--- src/rtl/mod5_serial_tx.sv ---
// MSB-first parallel-to-serial transmitter that tracks the running value-mod-5
// of the emitted bits and flags divisibility when the word completes.
module mod5_serial_tx #(
    parameter int WIDTH = 8
) (
    input  logic             clk,
    input  logic             rst_n,
    input  logic             in_valid,
    output logic             in_ready,
    input  logic [WIDTH-1:0] in_data,
    output logic             out,
    output logic             out_valid,
    output logic [2:0]       residue,
    output logic             done,
    output logic             divisible
);

    localparam int CW = $clog2(WIDTH + 1);
    localparam logic [CW-1:0] LAST = CW'(WIDTH - 1);

    typedef enum logic [1:0] {IDLE, SHIFT, DONE} state_t;

    state_t           state;
    logic [WIDTH-1:0] shreg;
    logic [CW-1:0]    cnt;
    logic [2:0]       res_nxt;

    // (2r + b) mod 5; out-of-range residues collapse to 0.
    function automatic logic [2:0] res_step(input logic [2:0] r, input logic b);
        case (r)
            3'd0:    return b ? 3'd1 : 3'd0;
            3'd1:    return b ? 3'd3 : 3'd2;
            3'd2:    return b ? 3'd0 : 3'd4;
            3'd3:    return b ? 3'd2 : 3'd1;
            3'd4:    return b ? 3'd4 : 3'd3;
            default: return 3'd0;
        endcase
    endfunction

    assign res_nxt  = res_step(residue, out);
    assign in_ready = (state == IDLE);

    always_ff @(posedge clk or negedge rst_n) begin
        if (!rst_n) begin
            state     <= IDLE;
            shreg     <= '0;
            cnt       <= '0;
            out       <= 1'b0;
            out_valid <= 1'b0;
            residue   <= 3'd0;
            done      <= 1'b0;
            divisible <= 1'b0;
        end else begin
            case (state)
                IDLE: begin
                    done      <= 1'b0;
                    divisible <= 1'b0;
                    if (in_valid) begin
                        // out is registered, so the MSB is presented right away
                        shreg     <= in_data;
                        out       <= in_data[WIDTH-1];
                        out_valid <= 1'b1;
                        residue   <= 3'd0;
                        cnt       <= '0;
                        state     <= SHIFT;
                    end
                end
                SHIFT: begin
                    residue <= res_nxt;
                    shreg   <= shreg << 1;
                    cnt     <= cnt + CW'(1);
                    if (cnt == LAST) begin
                        out       <= 1'b0;
                        out_valid <= 1'b0;
                        done      <= 1'b1;
                        divisible <= (res_nxt == 3'd0);
                        state     <= DONE;
                    end else begin
                        out <= shreg[WIDTH-2];
                    end
                end
                DONE: begin
                    done      <= 1'b0;
                    divisible <= 1'b0;
                    state     <= IDLE;
                end
                default: begin
                    out       <= 1'b0;
                    out_valid <= 1'b0;
                    done      <= 1'b0;
                    divisible <= 1'b0;
                    state     <= IDLE;
                end
            endcase
        end
    end

endmodule
--- config.mk ---
export PLATFORM = sky130hd
export DESIGN_NAME = mod5_serial_tx
export DESIGN_NICKNAME = d
export VERILOG_FILES = /design/src/rtl/mod5_serial_tx.sv
export SDC_FILE = /design/constraint.sdc
export NUM_CORES = 1
export LEC_CHECK = 0
export ABC_AREA = 0
export BUFFER_PORTS_ARGS = -buffer_cell sky130_fd_sc_hd__buf_2
export CORE_UTILIZATION = 57
export DETAILED_ROUTE_END_ITERATION = 10
export GPL_TIMING_DRIVEN = 0
export PLACE_DENSITY = 0.82
export SYNTH_ARGS = -nofsm -noshare
export SYNTH_HDL_FRONTEND = slang
export SYNTH_SLANG_ARGS = --single-unit
export TNS_END_PERCENT = 100
--- constraint.sdc ---
create_clock -name clk -period 2.3 [get_ports clk]
set_input_delay 0.345 -clock clk [delete_from_list [all_inputs] [get_ports clk]]
set_output_delay 0.345 -clock clk [all_outputs]
set_load 0.005 [all_outputs]
==> results of run 1 <==
==> power groups by stage <==
stage                     combinational, mW  clock, mW  sequential [mW]
after floorplan                       0.351          0            0.582
after global placement                0.486          0            0.589
after detailed placement              0.513          0            0.600
after CTS                             0.516      0.209            0.594
after global routing                  0.582      0.217            0.612
final                                 0.517      0.206            0.594
==> synth_stat cells (2+ instances only) <==
cell / n
inv_1: 4
o21ai_0: 14
a2bb2oi_1: 2
nand2b_1: 2
a21oi_1: 9
buf_2: 2
nand3_1: 2
a31oi_1: 2
nor2_1: 7
dfrtp_1: 20
nand2_1: 12
and2b_1: 2
and3b_1: 7
==> metal layers <==
metal,up-vias,part of all wire [%]
met4,0,1.8
met2,18,50
li1,419,-
met3,5,2.6
met1,409,46
met5,-,0
==> what timing repair did <==
item,4_1_cts,5_1_grt
hold buffers,1,0
setup endpoints to repair,0,0
endpoints found under the hold margin,20,0
==> critical path: stages, from the launching register on <==
cell,delay [ps]
dfrtp_1,460
buf_2,240
buf_4,200
nor2_1,60
buf_2,140
==> final timing paths <==
kind | startpoint | slack (ps) | depth (start not counted) | end
worst min-delay path | in_data[6] | 350 | 3 | shreg[6]
max in group asynchronous | rst_n | 1500 | 2 | cnt[3]
min in group asynchronous | rst_n | 500 | 2 | out
worst min register to register | shreg[1] | 500 | 2 | shreg[1]
worst max register to register | state[0] | 930 | 4 | shreg[3]
worst max-delay path | state[0] | 550 | 4 | in_ready
==> metrics by stage <==
stage	worst slack (ps)	hold WS (ps)
2_1_floorplan	1100	49.4
3_3_place_gp	947	304
3_5_place_dp	914	312
4_1_cts	565	352
5_1_grt	462	368
6_report	552	349
==> cell type report <==
type                    count  area [sq um]  area share, %
plain buffers               5          26.3           2.28
clock buffers               4          36.3           3.15
inverters                   4          15.0           1.30
multi-input cells          75           454           39.4
flip-flops and latches     20           500           43.4
well taps                  16          20.0           1.74
repair buffers             19           100           8.69
==> logic make-up (layout without fill, tap and decap cells) <==
family / count (synthesis) / in the layout / synth area share, %
AND/OR/NAND/NOR: 38 / 38 / 22.5
AO/OA/AOI/OAI: 35 / 35 / 20.9
flip-flops: 20 / 20 / 50.3
buffers and inverters: 9 / 32 / 4.14
adder cells (fa/ha/maj): 1 / 1 / 1.26
multiplexers: 1 / 1 / 1.01
==> cell usage in the layout, fill, tap and decap left out <==
cell type,count
a21oi_1,9
a22o_1,1
a22oi_1,1
a2bb2oi_1,2
a31oi_1,2
a32oi_1,1
and2b_1,2
and3b_1,7
buf_2,20
buf_4,1
clkbuf_1,1
clkbuf_2,1
clkbuf_4,3
clkbuf_8,1
dfrtp_1,20
dlygate4sd3_1,1
ha_1,1
inv_1,4
mux2i_1,1
nand2_1,12
nand2b_1,2
nand2b_4,1
nand3_1,2
nand3b_1,1
nand4b_1,1
nor2_1,7
nor3b_1,1
nor4b_1,1
o21a_1,1
o21ai_0,14
o21bai_1,1
o22ai_1,1
o311ai_0,1
o31ai_1,1
or4_1,1
==> sequential cells by signal (all words and copies together), names as in the netlist <==
register   cells
cnt            4
divisible      1
done           1
residue        3
shreg          7
out            1
state          2
out_valid      1
==> qor.csv, run 1 <==
metric,value,unit
drt via density,5.95,
first-iteration detailed-routing DRC count,16,
placed instance count,138,
critical path required time,1960,ps
number of global-route vias before repair,784,
global route overflow,0,
CTS Buffer Depth,2,
fraction of met1 tracks used by global routing,33.3,%
max-cap viol count,0,
port buffer count,18,
Switching Fraction,38.1,%
capturing element type of the critical path,output pin,
wire length of the first global-routing pass,3480,um
fraction of layout instances using a drive strength above 1,21.3,%
proportion of power drawn by flip-flops and latches,45.1,%
failing checks,DRC,
drt first pass iters,7,
Psw,0.502,mW
data arrival at the endpoint of the critical path,1400,ps
Vias,851,
cell-internal power,0.815,mW
post-synthesis async set-or-reset flop share,100,%
maximum clock rate,572,MHz
Tightest Hold Check Type,input pin to flop,
post-cts gate resize count,0,
"Setup violations, final",0,
number of nets in the layout,140,
final total power,1.32,mW
syn_nets,116,
routability congestion estimate,0.827,
residual DRC count,2,
standard-cell row count,14,
clock buffers created by TritonCTS,3,
post-route cell area,1150,sq um
Total Routed Length,2140,um
latest clock arrival within the worst-skew pair,310,ps
clock sink total,20,
Cell variety after synth,32,
met3 track demand over resource,2.92,%
All-Layer GR Usage,25.5,%
total of fill cells in the finished design,116,
number of diodes added for antenna fixing,0,
final hold viol count,0,
Crit Path Class,flop to output pin,
unrepaired setup endpoints after global routing,no,
buffer type at the clock tree root,clkbuf_4,
post-placement cell area,1110,sq um
status,finished with violations,
peak supply drop,0.716,mV
tightest slew margin relative to the limit,71.0,%
Wirelength per Cell,15.0,um
Post-CTS Setup Bufs,0,
Most Crowded Layer GR,met2,
number of routed nets with antenna violations,0,
Yosys warnings,0,
"non-filler cells, final",143,
height of the die,43.8,um
number of antenna violations at the first check in global routing,0,
Placeable Area,1580,sq um
cell types occupying the most area after synthesis,"dfrtp_1, o21ai_0, and3b_1",
predominant post-synthesis flop cell,dfrtp_1,
total I/O pin count,19,
number of standard cells after synthesis,104,
transition time of the tightest slew-check pin,435,ps
Synth Register Bits,20,
final-report max-slew violation count,0,
combinational fraction of design power,39.2,%
area enclosed by the die boundary,1920,sq um
cell area after synthesis,996,sq um
Final TNS setup,0,ps
Pwr Density,1140,nW/um^2
effective utilization at floorplan,63.2,%
final core utilization,73.1,%
fraction of synthesized cell area taken by the top area cell type,50.3,%
"critical path fanouts, max",10,
grt met2 use,42.1,%
area added between synthesis and finish,15.7,%
average instance area after synthesis,9.58,sq um
Horiz. Die Dim,43.8,um
minimum period implied by the final worst setup slack,1750,ps
Detailed Place HPWL,1570,um
clock group share of total power,15.7,%
clock slew at reported path FFs,110,ps
Leakage Power,0.574,nW
sequential area share after synthesis,50.3,%
clock tree from TritonCTS,yes,
clock skew after layout,4.72,ps
number of flops mapped to enable cells by yosys,0,
maximum number of pins on one net before global-route repair,21,
cell type with the highest aggregate area in the netlist,dfrtp_1,
share of the clock period used by the worst path,76.0,%
H-tree levels,1,
sort of element at the start of the critical path,flop,
No activity file was read; power rests on OpenSTA's default activity.
==> inputs of run 2 (changes only) <==
Settings changed: CORE_UTILIZATION 57 to 48, PLACE_DENSITY 0.82 to 0.73.
Clock period 2.3 ns to 1.6 ns, I/O delays scaled along.
==> run 2 against run 1 <==
The run now ends clean. Die area increased by 18%. Sequential power increased by 44%. Count of clock-buffer cells in the layout unchanged. Design area increased by 2.0%. Critical path type unchanged.
==> qor.csv, run 2 (synthesis results as in run 1) <==
metric,value,unit,change
buffer type at the clock tree root,clkbuf_4,,
number of global-route vias before repair,716,,-8.7%
Placeable Area,1960,sq um,+24%
number of flip-flops in the largest register,7,,unchanged
standard-cell row count,16,,+2
largest registers,"shreg x7, cnt x4, residue x3",,
critical path required time,1360,ps,-600 ps
placed instance count,149,,+8.0%
worst path bufs/invs,3,,unchanged
drt via density,5.64,,-5.3%
final core utilization,59.9,%,-13 points
largest register by flop count,shreg,,
minimum period implied by the final worst setup slack,1510,ps,
latest clock arrival within the worst-skew pair,310,ps,about the same
Horiz. Die Dim,47.6,um,+8.6%
effective utilization at floorplan,50.8,%,-12 points
global route overflow,0,,unchanged
port buffer count,18,,unchanged
unrepaired setup endpoints after global routing,no,,
Post-CTS Setup Bufs,0,,unchanged
largest stage delay on the critical path,460,ps,about the same
Tightest Hold Check Type,input pin to flop,,
Total Routed Length,2050,um,-4.5%
clock tree from TritonCTS,yes,,
routability congestion estimate,0.822,,-0.63%
Leakage Power,0.581,nW,+1.1%
kind of cell with the highest combined delay on the critical path,flip-flops,,
share of the clock period used by the worst path,94.5,%,
fraction of layout instances using a drive strength above 1,22.8,%,+1.6 points
clock skew after layout,3.91,ps,-0.813 ps
Crit Path Class,flop to output pin,,
"Setup violations, final",0,,unchanged
tightest slew margin relative to the limit,70.5,%,-0.47 points
height of the die,47.6,um,+8.6%
residual DRC count,0,,-2
area added between synthesis and finish,18.0,%,
"non-filler cells, final",154,,+7.7%
clock buffers created by TritonCTS,3,,unchanged
Pwr Density,1600,nW/um^2,+40%
cell with the largest stage delay on the worst path,dfrtp_2,,
number of routed nets with antenna violations,0,,unchanged
first-iteration detailed-routing DRC count,16,,unchanged
most used cells in the layout excluding fill and tap cells,"buf_2, dfrtp_1, o21ai_0",,
number of antenna violations at the first check in global routing,0,,unchanged
final-report max-slew violation count,0,,unchanged
transition time of the tightest slew-check pin,442,ps,+7.05 ps
total I/O pin count,19,,unchanged
All-Layer GR Usage,20.9,%,-4.6 points
capturing element type of the critical path,output pin,,
number of diodes added for antenna fixing,0,,unchanged
peak supply drop,0.731,mV,+2.0%
H-tree levels,1,,unchanged
data arrival at the endpoint of the critical path,1270,ps,-130 ps
Vias,868,,+2.0%
clock sink total,20,,unchanged
CTS Buffer Depth,2,,unchanged
clock slew at reported path FFs,110,ps,about the same
final hold viol count,0,,unchanged
"critical path fanouts, max",10,,unchanged
wire length of the first global-routing pass,3130,um,-10%
area enclosed by the die boundary,2260,sq um,+18%
post-placement cell area,1120,sq um,+1.2%
Final TNS setup,0,ps,unchanged
Wirelength per Cell,13.3,um,-11%
total of fill cells in the finished design,191,,+65%
maximum number of pins on one net before global-route repair,21,,unchanged
final total power,1.89,mW,+43%
status,"finished, final reports clean",,
Detailed Place HPWL,1450,um,-7.3%
number of nets in the layout,140,,unchanged
post-route cell area,1170,sq um,+2.0%
maximum clock rate,661,MHz,
drt first pass iters,4,,-3
max-cap viol count,0,,unchanged
list of cells traversed by the critical path,"buf_6, buf_4, nor2_1, buf_2",,
sort of element at the start of the critical path,flop,,
[run 2: cell count changes in the layout (fill, tap and decap cells not counted)]
| cell | change |
|---|---|
| dfrtp_2 | +1 |
| clkbuf_1 | -1 |
| dfrtp_1 | -1 |
| buf_6 | +1 |
| clkbuf_2 | +1 |
| buf_2 | -1 |
[run 2: metrics by stage]
| stage | hold WS [ps] | worst slack, ps |
|---|---|---|
| 2_1_floorplan | -55.6 | 405 |
| 3_5_place_dp | 212 | 292 |
| 6_report | 228 | 87.8 |
| 5_1_grt | 229 | 18.9 |
| 4_1_cts | 219 | 24.7 |
| 3_3_place_gp | 211 | 309 |
[run 2: tightest hold or removal path: cells and delay by family]
kind	cells	cell delay, ps
buffers and inverters	1	80
AOI/OAI and AO/OA	1	140
muxes	1	50
[run 2: area by class of cell]
class                           instances  area [sq um]  share of cell area, %
Buffer                                  5          33.8                   2.88
Clock buffer                            4          36.3                   3.09
Inverter                                4          15.0                   1.28
Multi-Input combinational cell         75           454                   38.7
Sequential cell                        20           502                   42.7
Tap cell                               27          33.8                   2.88
Timing Repair Buffer                   19           100                   8.52
[run 2: path summary, 6_finish.rpt]
path	from	end	slack [ps]	cells past startpoint
worst max register to register	state[0]	shreg[3]	250	4
worst min register to register	shreg[5]	shreg[5]	500	2
worst min-delay path	in_data[7]	out	230	3
max in group asynchronous	rst_n	state[0]	880	2
min in group asynchronous	rst_n	out	390	2
worst max-delay path	state[0]	in_ready	90	4
[run 2: per-layer routing]
metal / wire (um) / vias up / GRT usage, %
li1: - / 417 / -
met1: 950 / 412 / 28.7
met2: 954 / 28 / 29.6
met3: 83 / 11 / 4.91
met4: 58 / 0 / 13.3
met5: 0 / - / 0
[run 2: report_power, final]
group | switching, mW | total, mW | internal [mW]
clock network | 0.156 | 0.295 | 0.139
logic | 0.383 | 0.735 | 0.352
registers | 0.164 | 0.855 | 0.691
[run 2: what timing repair did]
item / in CTS / in global routing
resized for setup: 1 / 4
hold endpoints to repair: 20 / 0
hold buffers: 1 / 0
setup endpoints to repair: 1 / 1
